==> config.mk <==
export PLATFORM = sky130hd
export DESIGN_NAME = multicycle_control_unit
export DESIGN_NICKNAME = d
export VERILOG_FILES = /design/src/rtl/multicycle_control_unit_pkg.sv /design/src/rtl/multicycle_control_unit_imm_gen.sv /design/src/rtl/multicycle_control_unit.sv
export SDC_FILE = /design/constraint.sdc
export NUM_CORES = 1
export LEC_CHECK = 0
export CORE_AREA = 2 2 130 164
export CTS_BUF_LIST = sky130_fd_sc_hd__clkbuf_8
export DETAILED_ROUTE_END_ITERATION = 8
export DIE_AREA = 0 0 132 166
export PLACE_DENSITY = 0.84
export SLEW_MARGIN = 20
export SYNTH_ARGS = -nofsm -noshare
export SYNTH_HDL_FRONTEND = slang
export SYNTH_SLANG_ARGS = --single-unit
==> constraint.sdc <==
create_clock -name clk -period 7.1 [get_ports clk]
set_input_delay 1.775 -clock clk [delete_from_list [all_inputs] [get_ports clk]]
set_output_delay 1.775 -clock clk [all_outputs]
set_load 0.005 [all_outputs]
==> src/rtl/multicycle_control_unit_pkg.sv <==
// Shared encodings for the RV64 multi-cycle controller:
// opcodes, funct codes, FSM states and the instruction classifier.
package riscv_ctrl_pkg;

   localparam logic [6:0] OP_LOAD   = 7'b0000011;
   localparam logic [6:0] OP_STORE  = 7'b0100011;
   localparam logic [6:0] OP_IMM    = 7'b0010011;
   localparam logic [6:0] OP_REG    = 7'b0110011;
   localparam logic [6:0] OP_BRANCH = 7'b1100011;

   localparam logic [2:0] F3_LD_SD   = 3'b011;
   localparam logic [2:0] F3_ADD_SUB = 3'b000;
   localparam logic [2:0] F3_BEQ     = 3'b000;
   localparam logic [2:0] F3_BNE     = 3'b001;
   localparam logic [2:0] F3_BLT     = 3'b100;
   localparam logic [2:0] F3_BGE     = 3'b101;
   localparam logic [2:0] F3_BLTU    = 3'b110;
   localparam logic [2:0] F3_BGEU    = 3'b111;

   localparam logic [6:0] F7_ADD = 7'b0000000;
   localparam logic [6:0] F7_SUB = 7'b0100000;

   typedef enum logic [2:0] {
      FETCH, DECODE, EXEC, MEM, WB, HALT
   } state_t;

   typedef enum logic [2:0] {
      K_ILLEGAL, K_LOAD, K_STORE, K_ADDI,
      K_ADD, K_SUB, K_BRANCH
   } kind_t;

   function automatic kind_t decodeKind(input logic [31:0] ir);
      logic [6:0] op;
      logic [2:0] f3;
      logic [6:0] f7;
      kind_t      k;
      op = ir[6:0];
      f3 = ir[14:12];
      f7 = ir[31:25];
      k  = K_ILLEGAL;
      unique case (1'b1)
         (op == OP_LOAD):
            if (f3 == F3_LD_SD) k = K_LOAD;
         (op == OP_STORE):
            if (f3 == F3_LD_SD) k = K_STORE;
         (op == OP_IMM):
            if (f3 == F3_ADD_SUB) k = K_ADDI;
         (op == OP_REG):
            if (f3 == F3_ADD_SUB) begin
               if (f7 == F7_ADD)      k = K_ADD;
               else if (f7 == F7_SUB) k = K_SUB;
            end
         (op == OP_BRANCH):
            if (f3 inside {F3_BEQ, F3_BNE, F3_BLT,
                           F3_BGE, F3_BLTU, F3_BGEU})
               k = K_BRANCH;
         default: k = K_ILLEGAL;
      endcase
      return k;
   endfunction

endpackage

==> src/rtl/multicycle_control_unit_imm_gen.sv <==
// Immediate generator: sign-extends the I/S/B immediate
// selected by the IR opcode; everything else yields zero.
module imm_gen
   import riscv_ctrl_pkg::*;
#(
   parameter int XLEN = 64
) (
   input  logic [31:0]     ir,
   output logic [XLEN-1:0] immediate
);

   // funct3 and rs1 never feed an immediate
   logic unusedFields;
   assign unusedFields = ^ir[19:12];

   // pick the immediate layout from the opcode
   always_comb begin
      immediate = '0;
      unique case (1'b1)
         (ir[6:0] == OP_LOAD),
         (ir[6:0] == OP_IMM):
            immediate = {{(XLEN-12){ir[31]}}, ir[31:20]};
         (ir[6:0] == OP_STORE):
            immediate = {{(XLEN-12){ir[31]}},
                         ir[31:25], ir[11:7]};
         (ir[6:0] == OP_BRANCH):
            immediate = {{(XLEN-13){ir[31]}}, ir[31],
                         ir[7], ir[30:25], ir[11:8], 1'b0};
         default: immediate = '0;
      endcase
   end

endmodule

==> src/rtl/multicycle_control_unit.sv <==
// Multi-cycle FSM controller for the RV64 load/store/ALU/branch
// datapath: fetches into IR, owns the PC, drives Moore controls.
module multicycle_control_unit
   import riscv_ctrl_pkg::*;
#(
   parameter int              XLEN     = 64,
   parameter logic [XLEN-1:0] RESET_PC = '0
) (
   input  logic            clk,
   input  logic            rst_n,
   output logic            instr_req,
   output logic [XLEN-1:0] instr_addr,
   input  logic            instr_valid,
   input  logic [31:0]     instr,
   input  logic            selectedFlag,
   output logic [XLEN-1:0] immediate,
   output logic [4:0]      readRegister1,
   output logic [4:0]      readRegister2,
   output logic [4:0]      writeRegister,
   output logic [2:0]      funct3,
   output logic            writeEnable_DataMemory,
   output logic            writeEnable_Registers,
   output logic            muxSelect_SumVsReadData,
   output logic            muxSelect_ImmVsDataout2,
   output logic            SumOrSub,
   output logic            halted,
   output logic            illegal
);

   localparam logic [XLEN-1:0] PC_STEP = XLEN'(4);

   state_t          state;
   logic [XLEN-1:0] pc;
   logic [31:0]     ir;
   logic            illegalQ;
   kind_t           kind;
   logic            aluPhase;

   assign kind = decodeKind(ir);

   imm_gen #(.XLEN(XLEN)) uImmGen (
      .ir        (ir),
      .immediate (immediate)
   );

   // sequencer: state, IR capture, PC update and sticky illegal flag
   always_ff @(posedge clk or negedge rst_n) begin
      if (!rst_n) begin
         state    <= FETCH;
         pc       <= RESET_PC;
         ir       <= '0;
         illegalQ <= 1'b0;
      end else begin
         unique case (state)
            FETCH:
               if (instr_valid) begin
                  ir    <= instr;
                  state <= DECODE;
               end
            DECODE:
               if (kind == K_ILLEGAL) begin
                  illegalQ <= 1'b1;
                  state    <= HALT;
               end else begin
                  state <= EXEC;
               end
            EXEC:
               unique case (kind)
                  K_BRANCH: begin
                     pc    <= selectedFlag ? pc + immediate
                                           : pc + PC_STEP;
                     state <= FETCH;
                  end
                  K_LOAD, K_STORE: state <= MEM;
                  default:         state <= WB;
               endcase
            MEM:
               if (kind == K_STORE) begin
                  pc    <= pc + PC_STEP;
                  state <= FETCH;
               end else begin
                  state <= WB;
               end
            WB: begin
               pc    <= pc + PC_STEP;
               state <= FETCH;
            end
            HALT:    state <= HALT;
            default: state <= HALT;
         endcase
      end
   end

   assign aluPhase = (state == EXEC) || (state == MEM) ||
                     (state == WB);

   assign instr_req  = (state == FETCH);
   assign instr_addr = pc;
   assign halted     = (state == HALT);
   assign illegal    = illegalQ;

   assign readRegister1 = ir[19:15];
   assign readRegister2 = ir[24:20];
   assign writeRegister = ir[11:7];
   assign funct3        = ir[14:12];

   assign SumOrSub = aluPhase &&
                     (kind == K_SUB || kind == K_BRANCH);
   assign muxSelect_ImmVsDataout2 = aluPhase &&
      (kind == K_ADDI || kind == K_LOAD || kind == K_STORE);

   assign writeEnable_DataMemory = (state == MEM) &&
                                   (kind == K_STORE);
   assign writeEnable_Registers  = (state == WB) &&
                                   (writeRegister != 5'd0);
   assign muxSelect_SumVsReadData = (state == WB) &&
                                    (kind == K_LOAD);

endmodule

==> results of run 1 <==
[worst register-to-register path, cell delays in order (launching register included)]
cell	delay, ps
dfrtp_1	390
nor2_1	100
nand3_1	190
nor3b_1	790
nor2_1	330
nor2b_4	720
buf_4	430
ha_1	350
inv_1	190
o21bai_1	100
a21o_1	190
a2111oi_0	560
o21ai_0	150
nor3_1	300
o31ai_1	160
xnor2_1	140
o31ai_1	240
xor2_1	170
[placed cells by master, fill, tap and decap left out, types with 7 or more instances in the layout]
| cell | instances |
|---|---|
| nor2_1 | 97 |
| nand3_1 | 50 |
| clkbuf_8 | 9 |
| dfrtp_1 | 100 |
| nand2b_1 | 12 |
| xor2_1 | 26 |
| nand4_1 | 31 |
| ha_1 | 64 |
| o21bai_1 | 16 |
| nor3_1 | 30 |
| mux2_2 | 32 |
| and3_1 | 26 |
| o21ai_0 | 110 |
| buf_4 | 12 |
| inv_1 | 32 |
| a21o_1 | 36 |
| nand2_1 | 98 |
| a211oi_1 | 10 |
| nor2b_1 | 14 |
| o31ai_1 | 10 |
| a31oi_1 | 10 |
| and2_1 | 12 |
| o21a_1 | 10 |
| o22ai_1 | 21 |
| clkdlybuf4s50_1 | 188 |
| nor4_1 | 7 |
| a21oi_1 | 180 |
| xnor2_1 | 28 |
[flip-flops by register name, indices dropped and copies added (netlist names)]
register,cells
instr_addr,64
state,3
ir,32
illegal,1
[power groups by stage]
stage / sequential [uW] / clock, uW / combinational (uW)
final: 593 / 388 / 108
after floorplan: 598 / 0 / 60.0
after global placement: 603 / 0 / 106
after global routing: 594 / 417 / 120
after detailed placement: 604 / 0 / 108
after CTS: 592 / 393 / 109
[layer usage]
metal  wire length [um]  part of all wire (%)
met1              12400                    40
met2              14900                    48
met3               2400                   7.7
met4               1260                   4.1
met5                  0                     0
[final cells by class]
class | count | area [um^2] | share of cell area, %
multi-input combinational | 1040 | 6630 | 56.4
sequential | 100 | 2500 | 21.3
timing repair buffer | 200 | 1970 | 16.8
tap | 274 | 343 | 2.92
clock buffer | 9 | 124 | 1.05
inverter | 32 | 120 | 1.02
clock inverter | 7 | 66.3 | 0.564
[cell families after synthesis]
group | after synthesis | synth area share [%]
AOI/OAI and AO/OA | 467 | 28.1
and+or+nand+nor | 419 | 21.0
buffers and inverters | 168 | 9.09
DFF | 100 | 25.0
adders and majority gates | 65 | 8.20
xor gates and xnor gates | 54 | 4.73
muxes | 35 | 3.90
[through the flow]
stage          power (uW)  area (um^2)  util (%)
2_1_floorplan         658        10000         -
3_3_place_gp          709        11600      56.6
3_5_place_dp          712        11600      56.6
6_report             1090        11800      57.5
4_1_cts              1090        11800      57.5
5_1_grt              1130        11800      57.5
[final timing paths]
kind / start / endpoint / slack, ps / depth (start not counted)
hold / removal: illegal / illegal / 500 / 1
hold reg to reg: illegal / illegal / 500 / 1
max in group asynchronous: rst_n / instr_addr[17] / 4570 / 2
setup / recovery: ir[3] / immediate[59] / 1380 / 7
min in group asynchronous: rst_n / instr_addr[28] / 1290 / 1
setup reg to reg: ir[3] / instr_addr[63] / 1530 / 17
==> results.json, run 1 <==
{
  "period_needed_ps": 5720,
  "rows": 59,
  "synth_top_cells_by_count": "a21oi_1 (181), o21ai_0 (110), dfrtp_1 (100)",
  "clk_latency_ps": 420,
  "syn_avg_cell_area_um2": 7.65,
  "place_ws_ps": 1610,
  "dr_total_vias": 10400,
  "worst_setup_path_end_kind": "output port",
  "grt_start_max_net_pins": 68,
  "post_drt_via_cell_ratio": 6.24,
  "min_path_type": "reg -> reg",
  "rsz0062_at_grt": "false",
  "synth_warnings": 0,
  "cpPeakStageDelay_ps": 790,
  "grt_pass1_wl_mm": 50.0,
  "crit_buf_inv": 2,
  "crit_chain": "nor2_1, nand3_1, nor3b_1, nor2_1, nor2b_4, buf_4, clkdlybuf4s50_1",
  "layout_setup_ws_ps": 1380,
  "synth_area_um2": 10000,
  "synth_ff_type": "dfrtp_1",
  "p_seq_share_pct": 54.4,
  "yosysSeqAreaShare_pct": 25.0,
  "crit_top_cell": "nor2_1",
  "instances_no_fill": 1662,
  "htree_levels": 3,
  "use_met1_pct": 33.1,
  "intPower_uw": 770,
  "critPathSlowestCell": "nor3b_1",
  "tns_ps": 0,
  "status": "complete, no violations",
  "hold_ws_ps": 498,
  "routed_wl_mm": 31.0,
  "routedWlPerCell_um": 18.6,
  "initial_core_util_pct": 49.0,
  "drive_above_1_share_pct": 6.12,
  "io_pins": 190,
  "skew_ps": 16.3,
  "grt_pass1_vias": 9926,
  "antenna_cells": 0,
  "swShare_pct": 29.3,
  "cts-root-buf": "clkbuf_8",
  "cts_resized": 0,
  "die_area_um2": 21900,
  "finalMaxSlewViolations": 0,
  "fin_nets": 1484,
  "p_sw_uw": 319,
  "crit_fanout": 30,
  "cts_tree": "yes",
  "grt_busiest_layer": "met2",
  "relSlewSlack_pct": 31.7,
  "initialDrtViolationCount": 1003,
  "critPathTopFamily": "simple AND/OR/NAND/NOR gates",
  "drcViolationCount": 0,
  "critical_path_class": "reg -> out",
  "portBuffers": 189,
  "p_clk_share_pct": 35.6,
  "core_um2": 20400,
  "synthArstFlopShare_pct": 100,
  "dp_hpwl_mm": 23.5,
  "worstMarginPinSlew_ps": 1020,
  "maxCapViolCount": 0,
  "hold_viol": 0,
  "arrival_ps": 3950,
  "yosysTopAreaCellShare_pct": 25.0,
  "worstPathRequired_ps": 5330,
  "detail-route-antenna-nets": 0,
  "cts.path.max_buffers": 2,
  "antenna_found_initial": 0,
  "clock.fmax_mhz": 175,
  "yosys.area.top_type": "dfrtp_1",
  "die_w_um": 132,
  "clkSlewWorstSetupHoldPaths_ps": 110,
  "synth_cell_types": 76,
  "fin_crit_sh_pct": 80.6,
  "die_h_um": 166,
  "grt_usage_pct": 27.5,
  "drt_pass1_iterations": 6,
  "synth_edf_count": 0,
  "yosys_register_bits": 100,
  "synth_area_leaders": "dfrtp_1 (25%), a21oi_1 (9.1%), ha_1 (8.0%)",
  "cts_buffers": 9,
  "synth_fp_nets": 1409,
  "cts_setup_buffers": 0,
  "use_met2_pct": 47.3,
  "p_per_area_nw_per_um2": 92.6,
  "place.gp.congestion": 1.01,
  "startpoint_type": "register",
  "cts.sinks": 100,
  "power_frac_comb_pct": 9.9,
  "fillers": 1888,
  "grt_overflow": 0,
  "peakVddDrop_v": 0.000129,
  "postCtsHoldBufs": 0,
  "syn-instance-count": 1308,
  "grt_use_met3_pct": 5.74,
  "dp.cells": 1646,
  "synthToLayoutAreaGrowth_pct": 17.5,
  "finalSetupViolCount": 0,
  "synth_most_common_cell": "a21oi_1",
  "p_leak_uw": 0.00484
}
Power figures use the tool's default switching activity.
==> run 2: changes to the inputs <==
Settings changed: PLACE_DENSITY 0.84 to 0.81.
Clock period 7.1 ns to 5.7 ns, I/O delays scaled along.
==> run 2 against run 1 <==
- via count is 0.28% lower
- final cell count is 0.18% higher
- largest power group unchanged
- critical endpoint unchanged
- clock power is 23% higher
- non-clock buffer count is 3 higher
- sequential power is 25% higher
- first-iteration DRC count is 4.8% lower
- largest cell class unchanged
- critical path type unchanged
==> results.json, run 2 (synthesized netlist as in run 1, its figures left out) <==
{
  "postCtsHoldBufs": 0,
  "min_path_type": "reg -> reg",
  "final_common_cell": "clkdlybuf4s50_1",
  "cts_tree": "yes",
  "worstPathRequired_ps": 4280,
  "htree_levels": 3,
  "grt_usage_pct": 27.6,
  "clk_latency_ps": 400,
  "place_area_um2": 11600,
  "status": "complete, no violations",
  "worst_setup_path_end_kind": "output port",
  "fin_crit_sh_pct": 89.3,
  "p_leak_uw": 0.00486,
  "drt_pass1_iterations": 5,
  "p_per_area_nw_per_um2": 115,
  "portBuffers": 189,
  "p_seq_share_pct": 54.7,
  "arrival_ps": 3660,
  "die_h_um": 166,
  "hold_viol": 0,
  "swShare_pct": 28.9,
  "grt_pass1_wl_mm": 50.2,
  "routed_wl_mm": 30.9,
  "antenna_found_initial": 0,
  "mostFrequentLayoutCells": "clkdlybuf4s50_1 (188), a21oi_1 (180), o21ai_0 (110)",
  "finalMaxSlewViolations": 0,
  "routedWlPerCell_um": 18.6,
  "cts-root-buf": "clkbuf_8",
  "instances_no_fill": 1665,
  "cts_buffers": 9,
  "antenna_cells": 0,
  "skew_ps": 11.9,
  "rows": 59,
  "dp_hpwl_mm": 23.6,
  "place.gp.congestion": 0.953,
  "intPower_uw": 960,
  "cts_resized": 0,
  "worstMarginPinSlew_ps": 1040,
  "maxCapViolCount": 0,
  "post_drt_via_cell_ratio": 6.21,
  "die_w_um": 132,
  "design_power_total_uw": 1350,
  "crit_fanout": 35,
  "drive_above_1_share_pct": 6.33,
  "fin_nets": 1487,
  "period_needed_ps": 5090,
  "core_um2": 20400,
  "grt_overflow": 0,
  "cts_setup_buffers": 0,
  "critical_path_class": "reg -> out",
  "die_area_um2": 21900,
  "drcViolationCount": 0,
  "p_sw_uw": 390,
  "r2r-start": "ir[3]",
  "io_pins": 190,
  "detail-route-antenna-nets": 0,
  "rsz0062_at_grt": "false",
  "relSlewSlack_pct": 30.2,
  "initial_core_util_pct": 49.0,
  "grt_start_max_net_pins": 71,
  "largest_reg_flops": 64,
  "worstHoldStart": "illegal",
  "finalSetupViolCount": 0,
  "initialDrtViolationCount": 955,
  "clkSlewWorstSetupHoldPaths_ps": 110,
  "cts.sinks": 100,
  "dp.cells": 1649,
  "stdcell_area_um2": 11800,
  "tns_ps": 0,
  "synthToLayoutAreaGrowth_pct": 17.7,
  "fin_util_pct": 57.6,
  "cts.path.max_buffers": 2,
  "dr_total_vias": 10300,
  "p_clk_share_pct": 35.3,
  "power_frac_comb_pct": 10.0,
  "grt_pass1_vias": 9882,
  "critPathLaunch": "ir[3]",
  "startpoint_type": "register",
  "clock.fmax_mhz": 197,
  "peakVddDrop_v": 0.000115
}
-- run 2: cell types whose count changed in the layout (fill, tap and decap cells not counted) --
cell | previous run | this run
buf_4 | 12 | 15
clkinv_4 | 3 | 1
clkinv_2 | 0 | 1
clkinv_8 | 0 | 1
inv_6 | 2 | 3
inv_8 | 2 | 1
-- run 2: metrics by stage --
stage / worst slack [ps] / hold slack (ps)
2_1_floorplan: 419 / 465
3_3_place_gp: 1080 / 459
3_5_place_dp: 937 / 468
4_1_cts: 614 / 490
5_1_grt: 433 / 515
6_report: 612 / 488
-- run 2: layout make-up --
class / instances / area (um^2)
fillers: 1938 / 8670
multi-input cells: 1040 / 6630
flip-flops and latches: 100 / 2500
repair buffers: 203 / 1990
well taps: 274 / 343
clock buffers: 9 / 124
inverters: 32 / 120
clock inverters: 7 / 67.6
-- run 2: path summary, 6_finish.rpt --
check / endpoint / slack [ps] / cells after the start
min in group asynchronous: instr_addr[32] / 1140 / 1
worst min register to register: illegal / 490 / 1
max in group asynchronous: ir[3] / 3610 / 2
worst min-delay path: illegal / 490 / 1
worst max register to register: instr_addr[63] / 850 / 18
worst max-delay path: immediate[59] / 610 / 9
-- run 2: worst max-delay path: stages, from the launching register on --
cell             delay, ps
dfrtp_1                390
nor2_1                 100
nand3_1                190
nor3_1                 240
buf_4                  200
nor2_1                 140
nor2b_4                680
buf_4                  390
buf_4                  340
clkdlybuf4s50_1        570
-- run 2: power groups by stage --
stage,Combinational (uW),Sequential (uW),Clock (uW)
after floorplan,74.7,745,0
after global placement,132,752,0
after detailed placement,134,752,0
after CTS,135,738,485
after global routing,149,741,511
final,135,739,476
-- run 2: per-layer routing --
metal  track usage, %  vias to the layer above  part of all wire [%]
met5                0                        -                     0
met4             12.4                        0                   4.3
met3             5.46                       96                   6.8
met2             48.3                      446                    49
met1             32.4                     4885                    40
li1                 -                     4912                     -
==> run 3: changes to the inputs <==
Settings changed: CORE_AREA 2 2 130 164 to 2 2 131 165, DIE_AREA 0 0 132 166 to 0 0 133 167, SYNTH_HIERARCHICAL from default to 1.
==> run 3 against run 2 <==
- maximum frequency is 4.6% higher
- critical endpoint is now instr_addr[50]
- cell area grew 0.75%
- flip-flop and latch count unchanged
- clock skew grew 8.0 ps
- utilization about the same
- die area is 1.4% higher
- register-to-register slack about the same
- worst setup slack gained 220 ps
- non-clock buffer count decreased by 4
- area after synthesis grew 1.4%
==> results.json, run 3 <==
{
  "status": "complete, no violations",
  "maxCapViolCount": 0,
  "synth_ff_type": "dfrtp_1",
  "htree_levels": 3,
  "hold_viol": 0,
  "initial_core_util_pct": 49.3,
  "antenna_found_initial": 0,
  "yosys_register_bits": 100,
  "peakVddDrop_v": 0.000110,
  "synth_most_common_cell": "a21oi_1",
  "synth_edf_count": 0,
  "syn-instance-count": 1301,
  "mostFrequentLayoutCells": "clkdlybuf4s50_1 (188), a21oi_1 (162), nand2_1 (127)",
  "cts_tree": "yes",
  "synth_area_um2": 10200,
  "initialDrtViolationCount": 812,
  "synth_area_leaders": "dfrtp_1 (25%), a21oi_1 (8.0%), ha_1 (7.9%)",
  "routedWlPerCell_um": 18.3,
  "grt_overflow": 0,
  "synth_top_cells_by_count": "a21oi_1 (163), nand2_1 (128), o21ai_0 (103)",
  "yosysSeqAreaShare_pct": 24.6,
  "grt_pass1_wl_mm": 49.2,
  "grt_pass1_vias": 9830,
  "core_um2": 20600,
  "synth_fp_nets": 1402,
  "critical_path_depth": 15,
  "grt_usage_pct": 26.7,
  "fillers": 1870,
  "fin_nets": 1476,
  "rows": 59,
  "yosysTopAreaCellShare_pct": 24.6,
  "synthArstFlopShare_pct": 100,
  "worstPathRequired_ps": 5960,
  "drt_pass1_iterations": 5,
  "critPathTopFamily": "compound AO/OA/AOI/OAI gates",
  "yosys.area.top_type": "dfrtp_1",
  "routed_wl_mm": 30.2,
  "p_per_area_nw_per_um2": 109,
  "drive_above_1_share_pct": 7.75,
  "post_drt_via_cell_ratio": 6.19,
  "portBuffers": 189,
  "stdcell_area_um2": 11900,
  "cts_resized": 0,
  "relSlewSlack_pct": 24.8,
  "dr_total_vias": 10200,
  "cts.path.max_buffers": 2,
  "finalSetupViolCount": 0,
  "worstMarginPinSlew_ps": 1120,
  "regArea_um2": 2500,
  "synth_warnings": 6,
  "rsz0062_at_grt": "false",
  "fin_crit_sh_pct": 85.3,
  "startpoint_type": "register",
  "reg2reg_depth": 15,
  "multi_input_area_um2": 6740,
  "worst_setup_path_end_kind": "register",
  "die_h_um": 167,
  "grt_start_max_net_pins": 91,
  "place.gp.congestion": 0.989,
  "final_common_cell": "clkdlybuf4s50_1",
  "antenna_cells": 0,
  "critPathSlowestCell": "dfrtp_1",
  "cpPeakStageDelay_ps": 620,
  "die_area_um2": 22200,
  "cts_setup_buffers": 0,
  "place_area_um2": 11700,
  "crit_fanout": 41,
  "p_leak_uw": 0.00497,
  "arrival_ps": 5130,
  "hold_depth": 1,
  "min_path_type": "reg -> reg",
  "critical_path_class": "reg -> reg",
  "clock.fmax_mhz": 206,
  "skew_ps": 19.9,
  "clkSlewWorstSetupHoldPaths_ps": 130,
  "cts-root-buf": "clkbuf_8",
  "crit_buf_inv": 1,
  "cts.sinks": 100,
  "dp_hpwl_mm": 22.6,
  "largest_reg_flops": 64,
  "io_pins": 190,
  "synth_cell_types": 95,
  "die_w_um": 133,
  "tns_ps": 0,
  "cts_buffers": 9,
  "clk_latency_ps": 410,
  "crit_chain": "mux2_2, nor3b_4, buf_12, ha_1, a21o_1, a21o_1, a221oi_2, nor3_1, a2111oi_4, nor4_4, a2111oi_4, nor2_1, a21oi_1, xor2_1, a21oi_1",
  "finalMaxSlewViolations": 0,
  "postCtsHoldBufs": 0,
  "synthToLayoutAreaGrowth_pct": 16.9,
  "detail-route-antenna-nets": 0,
  "syn_avg_cell_area_um2": 7.81,
  "period_needed_ps": 4860,
  "hold_ws_ps": 524,
  "drcViolationCount": 0
}
run 3: through the flow:
stage | util (%) | instances | total power (uW) | setup slack (ps)
floorplan | - | 1301 | 750 | 436
finish | 57.6 | 1654 | 1290 | 836
global route | 57.6 | 1654 | 1330 | 525
CTS | 57.6 | 1654 | 1290 | 914
detailed placement | 56.6 | 1638 | 795 | 942
global placement | 56.6 | 1638 | 794 | 1070
run 3: cell type report:
class	instances	area share [%]
flip-flops and latches	100	21.1
multi-input cells	1041	56.8
clock buffers	9	1.04
inverters	24	0.759
repair buffers	199	16.7
clock inverters	7	0.769
well taps	274	2.89
run 3: logic make-up (layout without fill, tap and decap cells):
logic type | after synthesis | count (layout) | synth area share (%)
xor+xnor | 55 | 55 | 4.74
mux | 36 | 36 | 4.00
simple gates | 444 | 444 | 22.1
buf+inv | 160 | 239 | 9.27
compound gates | 441 | 441 | 27.1
fa+ha+maj | 65 | 65 | 8.08
flops | 100 | 100 | 24.6
run 3: report_power, final:
part / internal (uW) / leakage (uW) / switching, uW / total, uW
logic: 30.0 / 0.00355 / 41.6 / 71.6
clock network: 178 / 0.000105 / 330 / 507
registers: 709 / 0.00131 / 0 / 709
total: 917 / 0.00497 / 371 / 1290
run 3: per-layer routing:
| metal | GRT usage (%) | part of all wire (%) | up-vias |
|---|---|---|---|
| li1 | - | - | 4883 |
| met5 | 0 | 0 | - |
| met3 | 5.08 | 7.2 | 106 |
| met1 | 31.1 | 39 | 4798 |
| met2 | 47.5 | 49 | 454 |
| met4 | 11.9 | 4.5 | 0 |
run 3: worst paths after layout:
check                           startpoint        endpoint  slack [ps]
worst max-delay path                 ir[5]  instr_addr[50]         840
worst min-delay path               illegal         illegal         520
worst max register to register       ir[5]  instr_addr[50]         840
worst min register to register     illegal         illegal         520
max in group asynchronous            rst_n          ir[28]        3530
min in group asynchronous            rst_n          ir[17]        1110
